<file path="src/rtl/sram_like_arb.sv">
// sram_like_arb: two-master to one-slave SRAM-like arbiter with in-order response routing.
// Define SRAM_ARB_FIXED_PRIO_EN to give m0 fixed priority instead of round-robin.
module sram_like_arb #(
    parameter int OUTST_DEPTH = 4,
    parameter int PTR_W       = 2
) (
    input  logic        aclk,
    input  logic        rst,
    input  logic        m0_req,
    input  logic        m0_wr,
    input  logic [1:0]  m0_size,
    input  logic [31:0] m0_addr,
    input  logic [31:0] m0_wdata,
    input  logic [3:0]  m0_wstrb,
    output logic [31:0] m0_rdata,
    output logic        m0_addr_ok,
    output logic        m0_data_ok,
    input  logic        m1_req,
    input  logic        m1_wr,
    input  logic [1:0]  m1_size,
    input  logic [31:0] m1_addr,
    input  logic [31:0] m1_wdata,
    input  logic [3:0]  m1_wstrb,
    output logic [31:0] m1_rdata,
    output logic        m1_addr_ok,
    output logic        m1_data_ok,
    output logic        s_req,
    output logic        s_wr,
    output logic [1:0]  s_size,
    output logic [31:0] s_addr,
    output logic [31:0] s_wdata,
    output logic [3:0]  s_wstrb,
    input  logic [31:0] s_rdata,
    input  logic        s_addr_ok,
    input  logic        s_data_ok,
    output logic        err_orphan
);
    localparam logic [PTR_W:0]   FULL    = (PTR_W+1)'(OUTST_DEPTH);
    localparam logic [PTR_W:0]   CNT_ONE = (PTR_W+1)'(1);
    localparam logic [PTR_W-1:0] PTR_ONE = PTR_W'(1);

    logic [OUTST_DEPTH-1:0] ids;
    logic [PTR_W-1:0]       head, tail;
    logic [PTR_W:0]         count;
    logic                   lock, locked_id, owner, full, push, pop;

`ifdef SRAM_ARB_FIXED_PRIO_EN
    assign owner = lock ? locked_id : (!m0_req && m1_req);
`else
    logic rr_ptr;
    assign owner = lock ? locked_id : (m0_req && m1_req) ? rr_ptr : (!m0_req && m1_req);
`endif

    assign full       = count == FULL;
    assign s_req      = !rst && (owner ? m1_req : m0_req) && !full;
    assign s_wr       = owner ? m1_wr    : m0_wr;
    assign s_size     = owner ? m1_size  : m0_size;
    assign s_addr     = owner ? m1_addr  : m0_addr;
    assign s_wdata    = owner ? m1_wdata : m0_wdata;
    assign s_wstrb    = owner ? m1_wstrb : m0_wstrb;
    assign push       = s_req && s_addr_ok;
    assign pop        = !rst && s_data_ok && count != '0;
    assign m0_addr_ok = push && !owner;
    assign m1_addr_ok = push && owner;
    assign m0_data_ok = pop && !ids[head];
    assign m1_data_ok = pop && ids[head];
    assign m0_rdata   = s_rdata;
    assign m1_rdata   = s_rdata;

    // ids holds the issuing master of each outstanding transaction, oldest at head
    always_ff @(posedge aclk or posedge rst) begin
        if (rst) begin
            ids        <= '0;
            head       <= '0;
            tail       <= '0;
            count      <= '0;
            lock       <= 1'b0;
            locked_id  <= 1'b0;
            err_orphan <= 1'b0;
`ifndef SRAM_ARB_FIXED_PRIO_EN
            rr_ptr     <= 1'b0;
`endif
        end else begin
            if (push) begin
                ids[tail] <= owner;
                tail      <= tail + PTR_ONE;
            end
            if (pop)
                head <= head + PTR_ONE;
            if (push && !pop)
                count <= count + CNT_ONE;
            else if (pop && !push)
                count <= count - CNT_ONE;
            if (s_req && !s_addr_ok) begin
                lock      <= 1'b1;
                locked_id <= owner;
            end else if (s_addr_ok) begin
                lock <= 1'b0;
            end
            if (s_data_ok && count == '0)
                err_orphan <= 1'b1;
`ifndef SRAM_ARB_FIXED_PRIO_EN
            if (push)
                rr_ptr <= !owner;
`endif
        end
    end
endmodule

</file>
<file path="config.mk">
export PLATFORM = sky130hd
export DESIGN_NAME = sram_like_arb
export DESIGN_NICKNAME = d
export VERILOG_FILES = /design/src/rtl/sram_like_arb.sv
export SDC_FILE = /design/constraint.sdc
export NUM_CORES = 1
export LEC_CHECK = 0
export CORE_AREA = 3 3 123 125
export CTS_BUF_LIST = sky130_fd_sc_hd__clkbuf_4 sky130_fd_sc_hd__clkbuf_8
export CTS_CLUSTER_SIZE = 10
export DETAILED_ROUTE_END_ITERATION = 12
export DIE_AREA = 0 0 126 128
export PLACE_DENSITY = 0.7
export SLEW_MARGIN = 20
export SYNTH_ARGS = -nofsm -noshare
export SYNTH_HDL_FRONTEND = slang
export SYNTH_SLANG_ARGS = --single-unit
export TNS_END_PERCENT = 30
</file>
<file path="constraint.sdc">
create_clock -name aclk -period 1.95 [get_ports aclk]
set_input_delay 0.2925 -clock aclk [delete_from_list [all_inputs] [get_ports aclk]]
set_output_delay 0.2925 -clock aclk [all_outputs]
set_load 0.05 [all_outputs]
</file>
==> load_flow_metrics.sql, run 1 <==
INSERT INTO impl_metrics (metric_group, metric, value, unit) VALUES
('layout', 'layout.nets', '584', ''),
('routing', 'routedWlPerCell', '20.1', 'microns'),
('grt', 'grt_max_degree', '20', ''),
('setup_path', 'critical_path.top_delay_family', 'flip-flops', ''),
('pwr', 'ir_worst_vdd', '0.554', 'mV'),
('place', 'place_area', '0.00423', 'sq mm'),
('layout', 'antenna-diode-count', '0', ''),
('setup_path', 'setup.worst_path.class', 'flip-flop to output port', ''),
('sta', 'clock.fmax', '0.465', 'GHz'),
('layout', 'layoutNonFillerInstCount', '577', ''),
('layout', 'final_core_util', '34.9', '%'),
('floorplanning', 'die_height', '128', 'microns'),
('cts', 'clock_transition_time_at_the_flip_flop_clock_pins_of_the_worst_setup_and_hold_paths', '0.06', 'ns'),
('pwr', 'power_report.internal_total', '2.62', 'mW'),
('logic_synthesis', 'synth.distinct_cells', '27', ''),
('grt', 'grt_pass1_wl', '15700', 'microns'),
('floorplanning', 'num_rows', '43', ''),
('routing', 'drt_drc_violations_left', '0', ''),
('place', 'placer_s_final_routability_congestion_estimate', '0.846', ''),
('logic_synthesis', 'synth-seq-cells', '15', ''),
('hold_path', 'timing.hold.worst.class', 'flip-flop to flip-flop', ''),
('status', 'failed_checks', 'setup timing', ''),
('layout', 'layout-drive-gt1-share', '51.6', '%'),
('cts', 'clock_tree.buffer_depth', '2', ''),
('pwr', 'fin_total_pwr', '5.04', 'mW'),
('routing', 'number_of_design_rule_violations_left_by_the_first_detailed_router_iteration', '46', ''),
('setup_path', 'crit_path_largest_cell_delay', '0.44', 'ns'),
('logic_synthesis', 'yosys-top-cells-area', 'mux2_2 (39%), buf_4 (22%), dfrtp_1 (17%), ha_1 (2.9%), mux2_4 (2.1%)', ''),
('layout', 'layout.cell_area.non_filler', '0.00488', 'sq mm'),
('sta', 'number_of_endpoints_failing_setup_at_the_final_stage', '75', ''),
('setup_path', 'cp.depth', '5', ''),
('grt', 'grtUsageMet1', '14.4', '%'),
('setup_path', 'path_cells', 'nor2b_4 > a22o_4 > buf_12 > mux2_2 > buf_6', ''),
('pwr', 'p_per_area', '1030', 'mW/mm^2'),
('logic_synthesis', 'yosysTopAreaCellShare', '38.7', '%'),
('hold_path', 'min_path_cells', '1', ''),
('grt', 'gr-max-usage-layer', 'met2', ''),
('pwr', 'sw_frac_of_total', '48.0', '%'),
('grt', 'use_met2', '22.2', '%'),
('cts', 'clk_latency', '0.24', 'ns'),
('place', 'placed_cells', '564', ''),
('sta', 'skew', '0.00318', 'ns'),
('routing', 'num_vias', '2287', ''),
('logic_synthesis', 'synth.avg_cell_area', '10.2', 'sq um'),
('pwr', 'netSwitchingPower', '2.42', 'mW'),
('sta', 'layout_setup_ws', '-0.201', 'ns'),
('routing', 'drt_wirelength', '11600', 'microns'),
('setup_path', 'cp_slowest_cell', 'dfrtp_2', ''),
('setup_path', 'worstSetupStartpointType', 'flip-flop', ''),
('setup_path', 'timing.critical_path.arrival', '1.86', 'ns'),
('setup_path', 'critical_path_peak_fanout', '19', ''),
('floorplanning', 'fp.dieArea', '0.0161', 'sq mm'),
('sta', 'final_setup_tns', '-12.08', 'ns'),
('job', 'maxCapViolCount', '0', ''),
('status', 'outcome', 'complete, but fails checks', ''),
('routing', 'drtPass1Iterations', '4', ''),
('pwr', 'combinationalPowerShare', '83.7', '%'),
('sta', 'timing_hold_violations_final', '0', ''),
('pwr', 'seq_power_share', '11.4', '%'),
('pwr', 'clock_power_share', '4.9', '%'),
('grt', 'groute.usage.overall', '12.7', '%'),
('logic_synthesis', 'syn_nets', '400', ''),
('setup_path', 'worst_reg_to_reg_cells', '10', ''),
('place', 'dp_hpwl', '9080', 'microns'),
('logic_synthesis', 'post-synth-top-area-cell', 'mux2_2', ''),
('sta', 'finalCriticalPeriod', '2.15', 'ns'),
('sta', 'final_max_slew_viol_count', '0', ''),
('setup_path', 'critPathRequiredTime', '1.66', 'ns'),
('sta', 'setup_repair_after_global_routing_missed_its_margin', 'yes', ''),
('sta', 'timing.max_slew.rel_slack', '66.6', '%'),
('setup_path', 'worstSetupEndpointType', 'output port', '');
==> final timing paths <==
kind / to / from / slack [ns]
setup / recovery: s_addr[15] / lock / -0.20
hold / removal: err_orphan / err_orphan / 0.46
max in group asynchronous: lock / rst / 1.25
hold reg to reg: err_orphan / err_orphan / 0.46
setup reg to reg: count[2] / lock / -0.13
min in group asynchronous: count[1] / rst / 0.51
==> cell type report <==
cell class	instances	area (sq um)
flip-flops and latches	15	377
inverters	6	26.3
clock buffers	3	41.3
well taps	180	225
clock inverters	1	5.00
multi-input cells	120	1460
repair buffers	252	2750
fillers	1387	9110
==> worst register-to-register path, cell delays in order (launching register included) <==
cell	delay, ns
dfrtp_2	0.44
buf_6	0.14
nand2_2	0.08
o211ai_4	0.10
nor3b_4	0.22
ha_2	0.22
inv_2	0.04
fa_2	0.32
xor2_1	0.15
nor2_1	0.12
xor2_1	0.16
==> routing by layer <==
layer  share of wire (%)  up-vias
met5                   0        -
met4                0.28        0
met3                  13        4
met2                  50      181
met1                  37     1064
li1                    -     1038
==> through the flow <==
step | setup WS (ns) | hold slack [ns]
5_1_grt | -0.268 | 0.487
6_report | -0.201 | 0.455
3_5_place_dp | -0.442 | 0.444
2_1_floorplan | -0.180 | 0.121
3_3_place_gp | -0.383 | 0.440
4_1_cts | -0.276 | 0.458
==> synth_stat cells <==
master    instances
mux2_2           75
buf_4            64
dfrtp_1          15
nand2_1           7
buf_2             6
inv_1             6
nor3_1            6
ha_1              5
xnor2_1           4
buf_6             3
mux2_4            3
nor2_1            3
and2_1            2
xor2_1            2
a211oi_2          1
a21o_1            1
a22o_1            1
fa_1              1
mux2i_1           1
mux4_2            1
nor2b_1           1
nor2b_2           1
nor3b_1           1
nor3b_4           1
o211ai_2          1
o21ba_2           1
or3b_1            1
==> power groups by stage <==
stage	clock [mW]	sequential (mW)	combinational, mW
4_1_cts	0.255	0.573	4.12
5_1_grt	0.273	0.599	4.41
3_5_place_dp	0	0.575	3.58
6_report	0.248	0.576	4.22
3_3_place_gp	0	0.562	3.53
2_1_floorplan	0	0.571	2.56
==> placed cells by master (no fill, tap or decap), drive strengths merged, types with 2 or more instances in the layout <==
cell type	Yosys	layout
and2	2	2
buf	73	103
clkbuf	0	4
clkdlybuf4s50	0	146
dfrtp	15	15
dlygate4sd2	0	2
ha	5	5
inv	6	5
mux2	78	78
nand2	7	7
nor2	3	3
nor2b	2	2
nor3	6	6
nor3b	2	2
xnor2	4	4
xor2	2	2
==> registers in the layout, indices dropped and copies added, names as in the netlist <==
register,flops
ids,4
head,2
lock,1
rr_ptr,1
err_orphan,1
tail,2
count,3
locked_id,1
==> what timing repair did <==
item	CTS	global route
pin swaps	1	6
hold buffers	0	0
cloned	4	1
endpoints found under the hold margin	0	0
setup endpoints to repair	76	78
resized for setup	73	61
setup buffers	5	2
==> cell families after synthesis <==
kind of cell    Yosys count  synth area share, %
mux                      80                 42.3
flops                    15                 17.2
fa+ha+maj                 6                 3.79
simple gates             23                 5.97
buf+inv                  79                 26.0
compound gates            5                 2.35
xor+xnor                  6                 2.41
Note: power is estimated with default switching activity, not from simulation.
==> run 2: changes to the inputs <==
--- a/config.mk
+++ b/config.mk
@@ -7,6 +7,7 @@
 export LEC_CHECK = 0
 export CORE_AREA = 3 3 123 125
 export CTS_BUF_LIST = sky130_fd_sc_hd__clkbuf_4 sky130_fd_sc_hd__clkbuf_8
+export CTS_CLUSTER_DIAMETER = 100
 export CTS_CLUSTER_SIZE = 10
 export DETAILED_ROUTE_END_ITERATION = 12
 export DIE_AREA = 0 0 126 128
==> results of run 2 <==
Final layout, timing and power as in run 1 (identical DEF).
==> run 3: changes to the inputs <==
==> constraint.sdc (replaced) <==
create_clock -name aclk -period 1.8 [get_ports aclk]
set_input_delay 0.27 -clock aclk [delete_from_list [all_inputs] [get_ports aclk]]
set_output_delay 0.27 -clock aclk [all_outputs]
set_load 0.05 [all_outputs]
==> load_flow_metrics.sql, run 3 (synthesis results as in run 1) <==
INSERT INTO impl_metrics (metric_group, metric, value, unit) VALUES
('sta', 'skew', '0.000994', 'ns'),
('layout', 'most-common-layout-cells', 'clkdlybuf4s50_1 (146), mux2_2 (54), buf_6 (48), buf_4 (30), mux2_4 (24)', ''),
('layout', 'layout.nets', '594', ''),
('job', 'maxCapViolCount', '0', ''),
('sta', 'finalCriticalPeriod', '2.20', 'ns'),
('place', 'place_ws', '-0.570', 'ns'),
('place', 'dp_hpwl', '8970', 'microns'),
('routing', 'route.top_layer_used', 'met5', ''),
('setup_path', 'critPathRequiredTime', '1.53', 'ns'),
('grt', 'overflow', '0', ''),
('sta', 'final_max_slew_viol_count', '0', ''),
('setup_path', 'timing.critical_path.arrival', '1.93', 'ns'),
('setup_path', 'path_cells', 'buf_6 > a22o_4 > buf_12 > buf_12 > buf_16 > mux2_4 > buf_12', ''),
('pwr', 'ir_worst_vdd', '0.554', 'mV'),
('place', 'placer_s_final_routability_congestion_estimate', '0.837', ''),
('setup_path', 'critical_path_buf_inv_count', '5', ''),
('layout', 'largest_register', 'ids', ''),
('floorplanning', 'die_width', '126', 'microns'),
('routing', 'number_of_design_rule_violations_left_by_the_first_detailed_router_iteration', '48', ''),
('setup_path', 'cp_slowest_cell', 'dfrtp_1', ''),
('routing', 'm1WireLength', '4420', 'microns'),
('routing', 'routed_via_density', '4.00', ''),
('floorplanning', 'floorplan.core_area', '0.0140', 'sq mm'),
('status', 'failed_checks', 'setup timing', ''),
('layout', 'layout.filler_cells', '1374', ''),
('sta', 'clock.fmax', '0.454', 'GHz'),
('sta', 'timing_hold_violations_final', '0', ''),
('setup_path', 'critical_path.top_delay_family', 'buffers and inverters', ''),
('sta', 'timing.max_slew.rel_slack', '67.0', '%'),
('layout', 'antenna-diode-count', '0', ''),
('floorplanning', 'floorplan.io_pins', '321', ''),
('layout', 'layoutNonFillerInstCount', '587', ''),
('place', 'port_buffers', '224', ''),
('grt', 'grt_pass1_wl', '16700', 'microns'),
('setup_path', 'setup.worst_path.class', 'flip-flop to output port', ''),
('cts', 'buffer_cell_driving_the_clock_tree_root', 'clkbuf_8', ''),
('grt', 'groute.usage.overall', '13.6', '%'),
('routing', 'met2WireLength', '5880', 'microns'),
('cts', 'cts.htree.levels', '1', ''),
('floorplanning', 'die_height', '128', 'microns'),
('routing', 'drt_wirelength', '12100', 'microns'),
('sta', 'setup_repair_after_global_routing_missed_its_margin', 'yes', ''),
('place', 'placed_cells', '565', ''),
('routing', 'final_antenna_net_count', '0', ''),
('sta', 'worst-slew-pin-transition', '0.494', 'ns'),
('layout', 'layout-drive-gt1-share', '52.3', '%'),
('routing', 'num_vias', '2346', ''),
('sta', 'layout_setup_ws', '-0.401', 'ns'),
('setup_path', 'critical_path_peak_fanout', '5', ''),
('routing', 'routedWlPerCell', '20.6', 'microns'),
('layout', 'area_delta_synth_final', '130', '%'),
('floorplanning', 'fp.dieArea', '0.0161', 'sq mm'),
('hold_path', 'timing.hold.worst.class', 'flip-flop to flip-flop', ''),
('grt', 'antenna_found_initial', '0', ''),
('routing', 'wl_met3', '1540', 'microns'),
('cts', 'clock_tree.buffer_depth', '2', ''),
('cts', 'cts.sinks', '15', ''),
('sta', 'number_of_endpoints_failing_setup_at_the_final_stage', '77', ''),
('cts', 'clock_transition_time_at_the_flip_flop_clock_pins_of_the_worst_setup_and_hold_paths', '0.06', 'ns'),
('cts', 'clk_latency', '0.25', 'ns'),
('cts', 'cts_hold_repair.buffers', '0', ''),
('routing', 'drt_drc_violations_left', '0', ''),
('pwr', 'p_per_area', '1150', 'mW/mm^2'),
('floorplanning', 'starting_density_of_the_core', '15.6', '%'),
('setup_path', 'worst_path_most_repeated_cell', 'buf_12', ''),
('setup_path', 'crit_path_largest_cell_delay', '0.40', 'ns'),
('setup_path', 'worstSetupStartpointType', 'flip-flop', ''),
('layout', 'mostFrequentLayoutCell', 'clkdlybuf4s50_1', ''),
('layout', 'largest_reg_flops', '4', ''),
('grt', 'grt_max_degree', '20', ''),
('cts', 'cts_tree', 'built', ''),
('status', 'outcome', 'complete, but fails checks', ''),
('cts', 'cts-buffers-inserted', '3', ''),
('grt', 'first_global_vias', '2569', ''),
('floorplanning', 'num_rows', '43', ''),
('pwr', 'total_leakage_power', '2.12', 'nW'),
('layout', 'layout_top_registers', 'ids x4, count x3', ''),
('setup_path', 'worstSetupEndpointType', 'output port', ''),
('sta', 'final_cycle_utilization_of_the_critical_path', '122', '%'),
('routing', 'drtPass1Iterations', '4', '');
## run 3: cell types whose count changed in the layout (fill, tap and decap cells not counted)
| cell | before | now |
|---|---|---|
| buf_12 | 15 | 16 |
| buf_16 | 1 | 5 |
| buf_8 | 2 | 12 |
| mux2_4 | 46 | 24 |
| bufbuf_16 | 0 | 1 |
| inv_2 | 1 | 0 |
| mux2_2 | 32 | 54 |
| clkbuf_16 | 1 | 2 |
| or3b_1 | 0 | 1 |
| inv_1 | 4 | 5 |
| or3b_4 | 1 | 0 |
| buf_4 | 18 | 30 |
| buf_6 | 67 | 48 |
## run 3: final cells by class
type                    count  area [sq um]  area share, %
inverters                   6          26.3          0.524
flip-flops and latches     15           377           7.52
clock inverters             1          5.00         0.0999
clock buffers               3          41.3          0.824
repair buffers            262          2970           59.2
multi-input cells         120          1370           27.3
well taps                 180           225           4.50
## run 3: metrics by stage
stage / instance area (sq um) / util (%) / total power [mW] / hold WS, ns / TNS, ns
floorplan: 2180 / - / 3.40 / 0.0987 / -0.943
global placement: 4240 / 30.3 / 4.46 / 0.440 / -28.30
detailed placement: 4240 / 30.3 / 4.53 / 0.452 / -31.89
CTS: 4970 / 35.5 / 5.77 / 0.460 / -25.00
global route: 5010 / 35.8 / 6.05 / 0.492 / -28.56
finish: 5010 / 35.8 / 5.78 / 0.464 / -23.61
## run 3: worst reg2reg max path: stages, from the launching register on
cell and delay (ns):
dfrtp_2 0.44, buf_4 0.16, nand2_2 0.08, o211ai_4 0.09, nor3b_4 0.21, ha_2 0.20
inv_1 0.05, fa_2 0.34, xor2_1 0.15, nor2_1 0.13, xor2_1 0.15
## run 3: metal layers
metal | track usage (%) | vias up
met3 | 6.75 | 7
met1 | 15.3 | 1082
met2 | 23.1 | 193
li1 | - | 1062
met4 | 2.02 | 2
met5 | 4.33 | -
## run 3: power breakdown
part	internal [mW]	total (mW)	switching (mW)	leakage [nW]
logic	2.44	4.90	2.46	1.92
registers	0.496	0.606	0.111	0.176
clock network	0.154	0.280	0.126	0.0255
## run 3: what timing repair did
| item | 4_1_cts | 5_1_grt |
|---|---|---|
| endpoints found under the setup margin | 78 | 78 |
| pin swaps | 2 | 4 |
| gates cloned | 6 | 2 |
| setup buffers | 10 | 1 |
| resized for setup | 110 | 3 |
## run 3: final timing paths
check | startpoint | endpoint | slack (ns) | cells after the start
worst min-delay path | err_orphan | err_orphan | 0.46 | 1
max in group asynchronous | rst | lock | 1.14 | 3
worst min register to register | err_orphan | err_orphan | 0.46 | 1
min in group asynchronous | rst | rr_ptr | 0.47 | 3
worst max register to register | lock | count[2] | -0.28 | 10
worst max-delay path | locked_id | s_wdata[21] | -0.40 | 7
